==> config.mk <==
export PLATFORM = sky130hd
export DESIGN_NAME = delay_rmw_sweep_driver
export DESIGN_NICKNAME = d
export VERILOG_FILES = /design/src/rtl/delay_rmw_sweep_driver.sv
export SDC_FILE = /design/constraint.sdc
export NUM_CORES = 1
export LEC_CHECK = 0
export ABC_CLOCK_PERIOD_IN_PS = 3600
export CAP_MARGIN = 20
export CORE_ASPECT_RATIO = 1.25
export CORE_MARGIN = 2
export CORE_UTILIZATION = 46
export DETAILED_ROUTE_END_ITERATION = 8
export PLACE_DENSITY = 0.88
export SLEW_MARGIN = 20
export SYNTH_ARGS = -nofsm -noshare
export SYNTH_HDL_FRONTEND = slang
export SYNTH_SLANG_ARGS = --single-unit
==> constraint.sdc <==
create_clock -name clk -period 3.6 [get_ports clk]
set_input_delay 0.72 -clock clk [delete_from_list [all_inputs] [get_ports clk]]
set_output_delay 0.72 -clock clk [all_outputs]
set_load 0.1 [all_outputs]
==> src/rtl/delay_rmw_sweep_driver.sv <==
// Sweeps a run of addresses over an 8x32 RMW memory, XOR-summing pre-write words.
// Optional VERIFY re-read phase is enabled by defining DELAY_RMW_VERIFY_EN.
module delay_rmw_sweep_driver (
  input  logic        clk,
  input  logic        reset_n,
  input  logic        io_start,
  input  logic [2:0]  io_base,
  input  logic [3:0]  io_count,
  output logic        io_busy,
  output logic        io_done,
  output logic [31:0] io_checksum,
  output logic        io_error,
  output logic        mem_enable,
  output logic [31:0] mem_addr,
  input  logic [31:0] mem_rdata
);

  localparam int unsigned ADDR_W = 3;
  localparam int unsigned DATA_W = 32;
  localparam int unsigned CNT_W  = 4;
  localparam int unsigned DEPTH  = 8;

  typedef enum logic [2:0] {
    S_IDLE,
    S_READ,
    S_WRITE,
`ifdef DELAY_RMW_VERIFY_EN
    S_VERIFY,
`endif
    S_DONE
  } state_t;

  state_t              state, state_nxt;
  logic [ADDR_W-1:0]   cur_addr, cur_addr_nxt;
  logic [CNT_W-1:0]    remaining, remaining_nxt;
  logic [CNT_W-1:0]    eff_count;
  logic [DATA_W-1:0]   checksum_nxt;
  logic [DATA_W-1:0]   addr_nxt;
  logic                advance;
`ifdef DELAY_RMW_VERIFY_EN
  localparam logic [DATA_W-1:0] KEEP_MASK = 32'h0000_ffff;
  logic [DATA_W-1:0]   snapshot, snapshot_nxt;
  logic                error_nxt;
`endif

  // Zero and anything above the memory depth both mean a full sweep.
  assign eff_count = ((io_count == '0) || (io_count > CNT_W'(DEPTH))) ? CNT_W'(DEPTH) : io_count;

  always_comb begin
    state_nxt     = state;
    cur_addr_nxt  = cur_addr;
    remaining_nxt = remaining;
    checksum_nxt  = io_checksum;
    advance       = 1'b0;
`ifdef DELAY_RMW_VERIFY_EN
    snapshot_nxt  = snapshot;
    error_nxt     = io_error;
`endif
    case (state)
      S_IDLE: begin
        if (io_start) begin
          cur_addr_nxt  = io_base;
          remaining_nxt = eff_count;
          checksum_nxt  = '0;
`ifdef DELAY_RMW_VERIFY_EN
          snapshot_nxt  = '0;
          error_nxt     = 1'b0;
`endif
          state_nxt     = S_READ;
        end
      end
      S_READ: begin
        checksum_nxt = io_checksum ^ mem_rdata;
`ifdef DELAY_RMW_VERIFY_EN
        snapshot_nxt = mem_rdata;
`endif
        state_nxt    = S_WRITE;
      end
      S_WRITE: begin
`ifdef DELAY_RMW_VERIFY_EN
        state_nxt = S_VERIFY;
`else
        advance   = 1'b1;
`endif
      end
`ifdef DELAY_RMW_VERIFY_EN
      S_VERIFY: begin
        if (mem_rdata != (snapshot & KEEP_MASK)) error_nxt = 1'b1;
        advance = 1'b1;
      end
`endif
      S_DONE:  state_nxt = S_IDLE;
      default: state_nxt = S_IDLE;
    endcase

    // Last phase of each address: step the pointer and decide between next address and DONE.
    if (advance) begin
      cur_addr_nxt  = cur_addr + 3'd1;
      remaining_nxt = remaining - 4'd1;
      state_nxt     = (remaining == 4'd1) ? S_DONE : S_READ;
    end

    addr_nxt = '0;
    if ((state_nxt == S_READ) || (state_nxt == S_WRITE)
`ifdef DELAY_RMW_VERIFY_EN
        || (state_nxt == S_VERIFY)
`endif
       ) addr_nxt = DATA_W'(cur_addr_nxt);
  end

  // Outputs are registered from the next state so they line up with the state they describe.
  always_ff @(posedge clk or negedge reset_n) begin
    if (!reset_n) begin
      state       <= S_IDLE;
      cur_addr    <= '0;
      remaining   <= '0;
      io_checksum <= '0;
      io_busy     <= 1'b0;
      io_done     <= 1'b0;
      mem_enable  <= 1'b0;
      mem_addr    <= '0;
    end else begin
      state       <= state_nxt;
      cur_addr    <= cur_addr_nxt;
      remaining   <= remaining_nxt;
      io_checksum <= checksum_nxt;
      io_busy     <= (state_nxt != S_IDLE);
      io_done     <= (state_nxt == S_DONE);
      mem_enable  <= (state_nxt == S_WRITE);
      mem_addr    <= addr_nxt;
    end
  end

`ifdef DELAY_RMW_VERIFY_EN
  always_ff @(posedge clk or negedge reset_n) begin
    if (!reset_n) begin
      snapshot <= '0;
      io_error <= 1'b0;
    end else begin
      snapshot <= snapshot_nxt;
      io_error <= error_nxt;
    end
  end
`else
  assign io_error = 1'b0;
`endif

endmodule
==> flow_summary.ini <==
[run_status]
outcome = finished, final reports clean

[worst_setup_path]
slowest_delay_ns = 1.15
cp.arrival_ns = 1.84
ff2ff_path_depth = 5
r2r_start = state[1]$_DFF_PN0_
crit_buf_inv = 1
worstSetupPathType = reg -> out
path_cells = clkdlybuf4s50_1
rrSetupSlack_ns = 1.80
crit_path_top_delay_cell = clkdlybuf4s50_1
cp-end-kind = output port
worst_ep_required_time_ns = 2.88
crit_fanout = 3
crit_family = buffers and inverters
r2r_end = io_checksum[6]$_DFFE_PN0P_
critPathLaunchType = flip-flop
cp-startpoint = io_checksum[5]$_DFFE_PN0P_

[routing]
totalWireLength_um = 5260
vias = 1987
antenna_left = 0
remaining_drc_errors = 0
wl_per_cell_um = 13.6
drt-pass1-iter-count = 4
drt_iter0_markers = 79
vias_per_cell = 5.15

[global_route]
grt_max_degree = 67
grt_pass1_wl_um = 8420
gr-total-overflow = 0
antenna_found_initial = 0
grt_pass1_vias = 1937
globalRouteTotalUtil_pct = 17.2

[final_layout]
syn_to_final_growth_pct = 33.1
fin_nets = 366
drive_gt1_share_pct = 4.97
fillers = 456
antenna_cells = 0

[clocking]
worstSkewPairLatency_ns = 0.30
cts.clk_slew.worst_paths_ns = 0.09
cts_tree = built
cts-root-buf = clkbuf_8
cts_sinks = 48
cts-buffers-inserted = 5
cts_hold_buf = 0
cts_max_level = 2
cts.repair.resized = 0
cts.path.max_buffers = 2
postCtsSetupBuffers = 0

[die]
core_region_area_um2 = 5370
die_h_um = 86.8
num_rows = 30
dieWidth_um = 70.2
dieArea_um2 = 6090
ios = 110
start_util_pct = 46.9

[sta]
layout_setup_ws_ns = 1.04
finClkSkew_ns = 0.00504
drv_slew = 0
min_period_ns = 2.56
worstMarginPinSlew_ns = 1.00
setup_viol = 0
post-route-period-util_pct = 71.2
max_slew_margin_pct = 33.1
hold_viol = 0
rsz0062_at_grt = false
max_freq_mhz = 390
tns_ns = 0

[worst_hold_path]
hold_path_class = in -> async

[logic_synthesis]
ys_types = 37
ys_ff_latch = 48
syn-instance-count = 247
postSynthAreaPerCell_um2 = 10.2
ys_seq_area_share_pct = 47.7
syn_area_um2 = 2520
yosysWarnings = 0

[power]
pwr-share-seq_pct = 35.2
switching_share_pct = 46.6
peakVddDrop_mv = 0.299
combPwrFrac_pct = 44.6
p_leak_uw = 0.00165
pwr_density_cell_nw_per_um2 = 583
p_int_uw = 1040
power_frac_clock_pct = 20.2
p_switching_uw = 912

[placement]
place.gp.congestion = 0.815
preCtsSetupSlack_ns = 1.21
port_buffers = 79
hpwl_um = 3680

[job]
maxCapViolations = 0
==> through the flow <==
| stage | std cells | hold WS [ns] | utilization [%] | cell area, um^2 | total power [uW] |
|---|---|---|---|---|---|
| after floorplan | 277 | 0.424 | - | 2630 | 1390 |
| after global placement | 377 | 0.483 | 59.7 | 3210 | 1550 |
| after detailed placement | 377 | 0.491 | 59.7 | 3210 | 1570 |
| after CTS | 385 | 0.507 | 61.9 | 3320 | 1970 |
| after global routing | 386 | 0.465 | 62.5 | 3350 | 2030 |
| final | 386 | 0.410 | 62.5 | 3350 | 1950 |
==> final cells by class <==
cell class	instances	area, um^2	area share, %
flip-flops and latches	48	1200	35.8
multi-input cells	180	1110	33.2
repair buffers	81	823	24.6
well taps	64	80.1	2.39
clock buffers	5	68.8	2.05
clock inverters	3	47.5	1.42
inverters	5	18.8	0.560
==> power groups by stage <==
stage               combinational, uW  sequential (uW)  clock (uW)
global placement                  859              694           0
finish                            871              689         395
CTS                               873              689         408
floorplan                         316             1070           0
detailed placement                871              698           0
global route                      908              699         428
==> worst max-delay path by stage <==
stage / end / slack [ns] / cells after the start
2_1_floorplan: mem_addr[2]$_DFF_PN0_ / 1.82 / 4
3_3_place_gp: mem_addr[2]$_DFF_PN0_ / 1.23 / 4
3_5_place_dp: mem_addr[2]$_DFF_PN0_ / 1.21 / 4
4_1_cts: io_checksum[10] / 1.01 / 1
5_1_grt: io_checksum[10] / 0.98 / 1
6_report: io_checksum[5] / 1.04 / 1
==> registers in the layout, summed over array words and instances, names as in the netlist <==
register / count
mem_addr: 3
state: 3
remaining: 4
cur_addr: 3
io_done: 1
io_checksum: 32
io_busy: 1
mem_enable: 1
==> layer usage <==
| layer | part of all wire, % | track usage, % | wire length (um) |
|---|---|---|---|
| met1 | 41 | 19.1 | 2150 |
| met2 | 53 | 32.1 | 2780 |
| met5 | 0 | 0 | 0 |
| met4 | 0.51 | 4.72 | 27 |
| met3 | 5.6 | 4.77 | 297 |
==> cells by family after synthesis <==
kind of cell	synth area share, %
AO/OA/AOI/OAI	21.5
AND/OR/NAND/NOR	16.5
buffers and inverters	12.7
flip-flops	47.7
adder cells (fa/ha/maj)	1.49
other	0.149
==> cell usage in the layout (no fill, tap or decap), types with 3 or more instances in the layout <==
master           netlist  routed
nand2_1                5       4
o21ai_0               34      34
clkdlybuf4s50_1        0      78
nor2_1                 9       9
dfrtp_1               48      48
inv_1                  5       5
nor3b_1               34      34
conb_1                 1      31
clkbuf_8               0       5
ha_1                   3       3
a21o_1                33      33
and3_1                 3       3
==> synth_stat cells <==
library cell	n	area, um^2
clkbuf_1	5	18.8
nor2_1	9	33.8
conb_1	1	3.75
nor3_1	2	10.0
a21oi_1	2	10.0
dfrtp_1	48	1200
o21a_1	1	7.51
inv_1	5	18.8
nor4_1	1	6.26
a211oi_1	1	7.51
nor3b_1	34	255
and3_1	3	18.8
a2bb2oi_2	1	15.0
o221ai_1	1	8.76
buf_2	7	35.0
o21bai_1	1	7.51
nand2_1	5	18.8
o31ai_1	1	7.51
or3_1	1	6.26
or3b_4	1	11.3
o311a_1	1	10.0
a21o_1	33	248
o22ai_1	2	12.5
o211ai_1	1	7.51
or2_0	1	6.26
nor2b_1	1	6.26
buf_4	30	225
and2b_2	1	8.76
nor4bb_1	1	10.0
buf_6	2	22.5
ha_1	3	37.5
o21ai_0	34	170
nor2_4	1	11.3
or2b_1	1	7.51
nand3_1	1	5.00
a31oi_1	2	12.5
a221oi_1	2	17.5
No activity file was read; power rests on OpenSTA's default activity.
